File: config.mk
export PLATFORM = sky130hd
export DESIGN_NAME = chip8_fetch
export DESIGN_NICKNAME = d
export VERILOG_FILES = /design/src/rtl/chip8_pkg.sv /design/src/rtl/chip8_fetch.sv
export SDC_FILE = /design/constraint.sdc
export NUM_CORES = 1
export LEC_CHECK = 0
export CAP_MARGIN = 20
export CORE_MARGIN = 3
export CORE_UTILIZATION = 40
export CTS_CLUSTER_SIZE = 24
export DETAILED_ROUTE_END_ITERATION = 10
export PLACE_DENSITY = 0.72
export SKIP_CTS_REPAIR_TIMING = 1
export SYNTH_ARGS = -nofsm -noshare
export SYNTH_HDL_FRONTEND = slang
export SYNTH_SLANG_ARGS = --single-unit
File: constraint.sdc
create_clock -name clk -period 3.3 [get_ports clk]
set_input_delay 0.825 -clock clk [delete_from_list [all_inputs] [get_ports clk]]
set_output_delay 0.825 -clock clk [all_outputs]
set_load 0.01 [all_outputs]
File: src/rtl/chip8_pkg.sv
// Shared CHIP-8 definitions: address width, memory size, program origin and the
// fetch-stage state encoding.
package chip8_pkg;

  localparam int                CHIP8_ADDR_W    = 12;
  localparam int                CHIP8_MEM_DEPTH = 4096;
  localparam logic [11:0]       CHIP8_PROG_BASE = 12'h200;

  typedef enum logic [2:0] {
    S_IDLE   = 3'd0,
    S_RD_HI  = 3'd1,
    S_RD_LO  = 3'd2,
    S_CAP_LO = 3'd3,
    S_VALID  = 3'd4,
    S_HALT   = 3'd5
  } fetch_state_t;

endpackage

File: src/rtl/chip8_fetch.sv
// CHIP-8 instruction fetch: owns the PC, reads two big-endian opcode bytes from
// synchronous-read program memory. Optional bounds fault: CHIP8_FETCH_BOUNDS_EN.
module chip8_fetch
  import chip8_pkg::*;
#(
  parameter logic [CHIP8_ADDR_W-1:0] RESET_PC = CHIP8_PROG_BASE
) (
  input  logic                    clk,
  input  logic                    rst,
  input  logic                    run,
  input  logic                    pc_load,
  input  logic [CHIP8_ADDR_W-1:0] pc_load_value,
  output logic [CHIP8_ADDR_W-1:0] mem_address,
  input  logic [7:0]              mem_data_out,
  output logic                    op_valid,
  input  logic                    op_ready,
  output logic [15:0]             opcode,
  output logic [CHIP8_ADDR_W-1:0] op_pc,
  output logic [CHIP8_ADDR_W-1:0] pc,
  output logic                    fault,
  output fetch_state_t            dbg_state
);

  // Handshake: an opcode transfers on any rising edge where op_valid && op_ready;
  // op_valid, opcode and op_pc hold steady until then, unless pc_load or rst.

  fetch_state_t            r_state;
  fetch_state_t            w_next;
  logic [CHIP8_ADDR_W-1:0] r_pc;
  logic [CHIP8_ADDR_W-1:0] r_op_pc;
  logic [15:0]             r_opcode;
  logic [7:0]              r_hi;
  logic [CHIP8_ADDR_W-1:0] w_mem_address;
  logic [CHIP8_ADDR_W-1:0] w_pc_plus1;
  logic                    w_load;
  logic                    w_bounds_hit;

  assign w_pc_plus1 = r_pc + 12'd1;
  assign w_load     = pc_load && (r_state != S_HALT);

`ifdef CHIP8_FETCH_BOUNDS_EN
  // A fetch at 0xFFF would need its low byte from 0x000; refuse it instead.
  logic r_fault;
  assign w_bounds_hit = (r_pc == 12'hFFF);

  always_ff @(posedge clk or posedge rst) begin
    if (rst) begin
      r_fault <= 1'b0;
    end else if (r_state == S_IDLE && w_next == S_HALT) begin
      r_fault <= 1'b1;
    end
  end

  assign fault = r_fault;
`else
  assign w_bounds_hit = 1'b0;
  assign fault        = 1'b0;
`endif

  always_comb begin
    w_next        = r_state;
    w_mem_address = r_pc;
    case (r_state)
      S_IDLE: begin
        if (run) begin
          w_next = w_bounds_hit ? S_HALT : S_RD_HI;
        end
      end
      S_RD_HI:  w_next = S_RD_LO;
      S_RD_LO: begin
        w_mem_address = w_pc_plus1;
        w_next        = S_CAP_LO;
      end
      S_CAP_LO: begin
        w_mem_address = w_pc_plus1;
        w_next        = S_VALID;
      end
      S_VALID: begin
        if (op_ready) begin
          w_next = S_IDLE;
        end
      end
      S_HALT:   w_next = S_HALT;
      default:  w_next = S_IDLE;
    endcase
    // A redirect aborts whatever is in flight, including a same-cycle handshake.
    if (w_load) begin
      w_next = S_IDLE;
    end
  end

  always_ff @(posedge clk or posedge rst) begin
    if (rst) begin
      r_state  <= S_IDLE;
      r_pc     <= RESET_PC;
      r_op_pc  <= RESET_PC;
      r_opcode <= 16'h0000;
      r_hi     <= 8'h00;
    end else begin
      r_state <= w_next;
      if (w_load) begin
        r_pc <= pc_load_value;
      end else if (r_state == S_VALID && op_ready) begin
        r_pc <= r_pc + 12'd2;
      end
      if (!w_load && r_state == S_RD_LO) begin
        r_hi <= mem_data_out;
      end
      if (!w_load && r_state == S_CAP_LO) begin
        r_opcode <= {r_hi, mem_data_out};
        r_op_pc  <= r_pc;
      end
    end
  end

  assign mem_address = w_mem_address;
  assign op_valid    = (r_state == S_VALID);
  assign opcode      = r_opcode;
  assign op_pc       = r_op_pc;
  assign pc          = r_pc;
  assign dbg_state   = r_state;

endmodule

==> run_results.csv, run 1 <==
group,metric,value,unit
finish,layout_commonest_cell,"clkdlybuf4s50_1",
placed_design,gp_congestion,0.780,
timing,finalHoldViolations,0,
clocking,cts_root_buffer,"clkbuf_8",
drt,ant_nets,0,
floorplanning,dieArea,7050,µm²
finish,insertedDiodeCount,0,
drt,dr.pass1.iters,4,
clocking,h-tree-depth,2,
logic_synthesis,synth_area,2430,µm²
power_and_ir_drop,powerDensity,657,nW/µm²
logic_synthesis,synth_warnings,0,
clocking,numClockSinks,51,
worst_setup_path,path_max_fanout,7,
timing,rsz0062_at_grt,"false",
global_routing,grt_pass1_wl,8960,µm
hold_path,hold_class,"flop to flop",
worst_setup_path,crit_chain,"ha_1 -> nand3_1 -> nor4_1 -> xor2_1 -> clkdlybuf4s50_1",
flow_run,drv_cap,0,
finish,drive_gt1_share,19.3,%
finish,layout_common_cells,"80 x clkdlybuf4s50_1, 49 x dfrtp_1, 26 x mux2_2, 19 x nor2_1, 13 x xnor2_1",
placed_design,place_inst,339,
floorplanning,core_region_area,5680,µm²
finish,fin_nets,301,
worst_setup_path,crit_required,2470,ps
floorplanning,die_w,83.9,µm
global_routing,grt_max_degree,25,
logic_synthesis,synth_nets,221,
drt,drc,0,
finish,syn_to_final_growth,40.1,%
logic_synthesis,synth_sequential_area_ratio,52.6,%
floorplanning,die-height,83.9,µm
clocking,cts_made_buffers,5,
logic_synthesis,syn_inst,194,
timing,setup_violations,0,
worst_setup_path,crit_type,"flop to primary output",
timing,fin_setup_tns,0,ps
placed_design,dp.final_hpwl,3950,µm
placed_design,io_buffers,80,
drt,vias,1718,
clocking,clock_path_buffers,2,
worst_setup_path,worstSetupStartpointType,"flop",
worst_setup_path,cp_slowest_cell,"clkdlybuf4s50_1",
floorplanning,pin_count,82,
drt,wl_per_cell,15.0,µm
worst_setup_path,end_kind,"primary output",
logic_synthesis,ys_ff_latch,51,
timing,max_slew_margin,49.1,%
power_and_ir_drop,leakagePower,1.39,nW
global_routing,track_usage,15.7,%
clocking,cts_tree,"yes",
global_routing,antenna_found_initial,0,
floorplanning,rows,27,
global_routing,grt_pass1_vias,1757,
timing,finClkSkew,4.56,ps
clocking,clk_latency,300,ps
logic_synthesis,syn_avg_cell_area,12.5,µm²
drt,routed_via_density,4.95,
timing,fin_crit,3160,ps
outcome,status,"finished, final reports clean",
drt,wirelength,5210,µm
clocking,path_clk_slew,90,ps
timing,tightest_slew,762,ps
worst_setup_path,critPathMaxStageDelay,570,ps
finish,final_cells,347,
logic_synthesis,ys_types,36,
global_routing,grt_overflow,0,
worst_setup_path,critPathArrivalTime,2330,ps
timing,finalMaxSlewViolations,0,
power_and_ir_drop,ir_worst_vdd,0.380,mV
timing,fmax,317,MHz
drt,drt_iter0_markers,70,
timing,fin_crit_sh,95.6,%
floorplanning,initial_core_util,42.8,%
## area by class of cell
| class | instances | area (µm²) |
|---|---|---|
| Inverter | 3 | 11.3 |
| Timing Repair Buffer | 84 | 843 |
| Fill cell | 483 | 2270 |
| Clock inverter | 3 | 47.5 |
| Sequential cell | 51 | 1280 |
| Multi-Input combinational cell | 129 | 1060 |
| Clock buffer | 5 | 68.8 |
| Tap cell | 72 | 90.1 |
## registers in the layout, indices dropped and copies added (netlist names)
signal,flops
dbg_state,3
op_pc,12
opcode,16
pc,12
r_hi,8
## where the power goes
group	internal, mW	total (mW)	switching (mW)	leakage (nW)
logic	0.514	0.812	0.298	0.706
registers	0.843	0.976	0.134	0.628
clock network	0.230	0.447	0.217	0.0587
## stage by stage
| step | worst slack (ps) | hold slack [ps] | power, mW | utilization, % | instance area (µm²) |
|---|---|---|---|---|---|
| 3_3_place_gp | 562 | 468 | 1.80 | 57.8 | 3280 |
| 4_1_cts | 151 | 497 | 2.27 | 59.9 | 3400 |
| 2_1_floorplan | 1080 | 460 | 1.34 | - | 2430 |
| 3_5_place_dp | 492 | 474 | 1.81 | 57.8 | 3280 |
| 6_report | 144 | 492 | 2.24 | 60.0 | 3400 |
| 5_1_grt | 6.29 | 516 | 2.38 | 60.0 | 3400 |
## synthesized netlist by cell type
library cell  instances  area (µm²)
nand4_4               1        21.3
buf_4                 1        7.51
inv_1                 3        11.3
nor4_1                1        6.26
nor4_2                1        12.5
nor2_1               19        71.3
xor2_1                9        78.8
xnor2_1              13         114
mux2_1               12         135
o21ai_0               2        10.0
nand4_1               2        12.5
nor2_4                1        11.3
nand2b_1              1        6.26
mux2_2               26         293
dfrtp_1              49        1230
ha_1                  2        25.0
nand4bb_4             1        27.5
nor4_4                1        21.3
buf_2                 4        20.0
nand3b_1              1        7.51
mux2i_1               1        10.0
nand2_1               7        26.3
buf_6                 4        45.0
nor3_1                4        20.0
nand3_1               4        20.0
and2_1                1        6.26
a21oi_2               1        8.76
nor2_2                1        6.26
o32ai_1               1        8.76
a21oi_1              10        50.1
conb_1                1        3.75
buf_1                 1        3.75
clkbuf_1              1        3.75
dfstp_2               2        52.6
nor2b_1               1        6.26
nor3_2                4        40.0
## metal layers
metal	vias to the layer above	global-route usage, %	part of all wire (%)
li1	824	-	-
met1	823	21.0	45
met2	64	24.8	46
met3	7	5.82	8.6
met4	0	2.63	0.65
met5	-	0	0
## worst max-delay path, delay by kind of cell (launching register included)
kind / cells / cell delay [ps]
xor gates and xnor gates: 1 / 240
adders and majority gates: 1 / 260
buffers and inverters: 1 / 570
DFF: 1 / 470
and+or+nand+nor: 2 / 480
## logic make-up (layout without fill, tap and decap cells)
kind of cell             after synthesis  after routing  share of synthesized area, %
AO/OA/AOI/OAI                         14             14                          3.19
AND/OR/NAND/NOR                       51             51                          13.3
flip-flops                            51             51                          52.6
other                                  1              1                         0.154
buffers and inverters                 14             95                          3.76
adder cells (fa/ha/maj)                2              2                          1.03
multiplexers                          39             39                          18.0
XOR/XNOR                              22             22                          7.93
## path summary, 6_finish.rpt
kind	start	to	slack (ps)	cells after the start
worst max-delay path	pc[1]	mem_address[11]	140	5
worst min-delay path	opcode[3]	opcode[3]	490	1
worst max register to register	dbg_state[1]	pc[0]	1540	3
worst min register to register	opcode[3]	opcode[3]	490	1
max in group asynchronous	rst	op_pc[9]	1750	3
min in group asynchronous	rst	opcode[7]	860	2
(Power assumes the default switching activity.)
==> run 2, diff against run 1 <==
--- a/config.mk
+++ b/config.mk
@@ -6,7 +6,6 @@
 export NUM_CORES = 1
 export LEC_CHECK = 0
 export CAP_MARGIN = 20
-export CORE_MARGIN = 3
 export CORE_UTILIZATION = 40
 export CTS_CLUSTER_SIZE = 24
 export DETAILED_ROUTE_END_ITERATION = 10
==> run 2 against run 1 <==
  * Sequential share of layout area up 0.24 points
  * Highest routed layer unchanged
  * Clock skew up 8.1 ps
  * Critical path type unchanged
  * Maximum frequency up 0.44%
  * Count of clock-buffer cells in the layout up 2
  * Power down 4.2%
  * Clock power down 22%
  * Sequential power up 0.5%
  * Via count down 0.17%
  * Core utilization down 2.5 points
  * Final cell count up 0.86%
  * Critical path depth unchanged
  * Flip-flop and latch count unchanged
==> run_results.csv, run 2 (synthesized netlist as in run 1, its figures left out) <==
group,metric,value,unit
drt,wirelength,5170,µm
placed_design,gp_congestion,0.770,
finish,fin_nets,301,
finish,design_area,3380,µm²
clocking,cts_tree,"yes",
placed_design,io_buffers,80,
timing,finalHoldViolations,0,
timing,tightest_slew,755,ps
global_routing,grt_pass1_wl,8490,µm
timing,max_slew_margin,49.5,%
worst_setup_path,crit_type,"flop to primary output",
worst_setup_path,crit_start,"pc[1]",
worst_setup_path,crit_required,2470,ps
clocking,h-tree-depth,2,
global_routing,antenna_found_initial,0,
worst_setup_path,end_kind,"primary output",
drt,routed_via_density,4.90,
finish,layout_common_cells,"80 x clkdlybuf4s50_1, 49 x dfrtp_1, 26 x mux2_2, 19 x nor2_1, 13 x xnor2_1",
drt,dr.pass1.iters,4,
clocking,path_clk_slew,90,ps
worst_setup_path,critPathArrivalTime,2320,ps
clocking,clock_path_buffers,2,
placed_design,dp.final_hpwl,3840,µm
timing,finClkSkew,12.7,ps
clocking,cts_root_buffer,"clkbuf_8",
worst_setup_path,critPathBufInv,1,
global_routing,grt_pass1_vias,1698,
timing,finalMaxSlewViolations,0,
clocking,cts_made_buffers,5,
worst_setup_path,cp_top_family,"buffers and inverters",
drt,vias,1715,
finish,layout_commonest_cell,"clkdlybuf4s50_1",
drt,drt_iter0_markers,60,
power_and_ir_drop,powerDensity,633,nW/µm²
power_and_ir_drop,power,2.14,mW
timing,rsz0062_at_grt,"true",
placed_design,place_area,3290,µm²
power_and_ir_drop,leakagePower,1.38,nW
floorplanning,dieArea,6390,µm²
timing,fin_crit_sh,95.2,%
finish,syn_to_final_growth,39.2,%
worst_setup_path,critPathMaxStageDelay,570,ps
finish,fill_cells,516,
drt,drc,0,
worst_setup_path,reg2reg_from,"dbg_state[2]",
timing,fmax,318,MHz
timing,timing.hold.ws,496,ps
hold_path,holdCritStartpoint,"opcode[14]",
floorplanning,initial_core_util,41.3,%
global_routing,track_usage,17.8,%
clocking,numClockSinks,51,
floorplanning,rows,28,
finish,insertedDiodeCount,0,
finish,largest_reg_flops,16,
floorplanning,die_w,79.9,µm
timing,setup_violations,0,
drt,wl_per_cell,14.8,µm
floorplanning,die-height,79.9,µm
floorplanning,pin_count,82,
power_and_ir_drop,ir_worst_vdd,0.389,mV
drt,ant_nets,0,
hold_path,hold_class,"flop to flop",
timing,fin_crit,3140,ps
worst_setup_path,worstSetupStartpointType,"flop",
clocking,clk_latency,310,ps
floorplanning,core_region_area,5890,µm²
flow_run,drv_cap,0,
outcome,status,"finished, final reports clean",
global_routing,grt_overflow,0,
worst_setup_path,crit_chain,"ha_1 -> nand3_1 -> nor4_1 -> xor2_1 -> clkdlybuf4s50_1",
timing,fin_setup_tns,0,ps
worst_setup_path,cp_slowest_cell,"clkdlybuf4s50_1",
finish,drive_gt1_share,19.3,%
worst_setup_path,path_max_fanout,7,
global_routing,grt_max_degree,25,
-- run 2: final timing paths --
check / cells past startpoint / end / slack, ps
hold reg to reg: 1 / opcode[14] / 500
max in group asynchronous: 3 / r_hi[7] / 1920
min in group asynchronous: 2 / dbg_state[1] / 770
setup / recovery: 5 / mem_address[11] / 160
setup reg to reg: 5 / op_pc[3] / 1520
hold / removal: 1 / opcode[14] / 500
-- run 2: where the power goes --
group	switching (mW)	total [mW]	internal [mW]
Sequential	0.138	0.981	0.843
Combinational	0.297	0.811	0.514
Clock	0.200	0.349	0.149
-- run 2: area by class of cell --
type,instances,area (µm²),share of cell area [%]
Tap cell,75,93.8,2.77
Timing Repair Buffer,84,843,24.9
Clock buffer,7,76.3,2.26
Inverter,3,11.3,0.333
Clock inverter,1,5.00,0.148
Sequential cell,51,1280,37.8
Multi-Input combinational cell,129,1070,31.8
-- run 2: stage by stage --
step	utilization (%)	setup slack [ps]	cells
global placement	55.8	554	342
CTS	57.2	123	350
floorplan	-	1080	194
finish	57.5	158	350
global route	57.5	1.02	350
detailed placement	55.8	470	342
-- run 2: routing by layer --
| metal | GRT usage [%] | up-vias | wire (µm) |
|---|---|---|---|
| met4 | 5.89 | 0 | 72 |
| li1 | - | 825 | - |
| met3 | 6.29 | 7 | 434 |
| met1 | 22.2 | 820 | 2230 |
| met2 | 28.8 | 63 | 2430 |
| met5 | 0 | - | 0 |
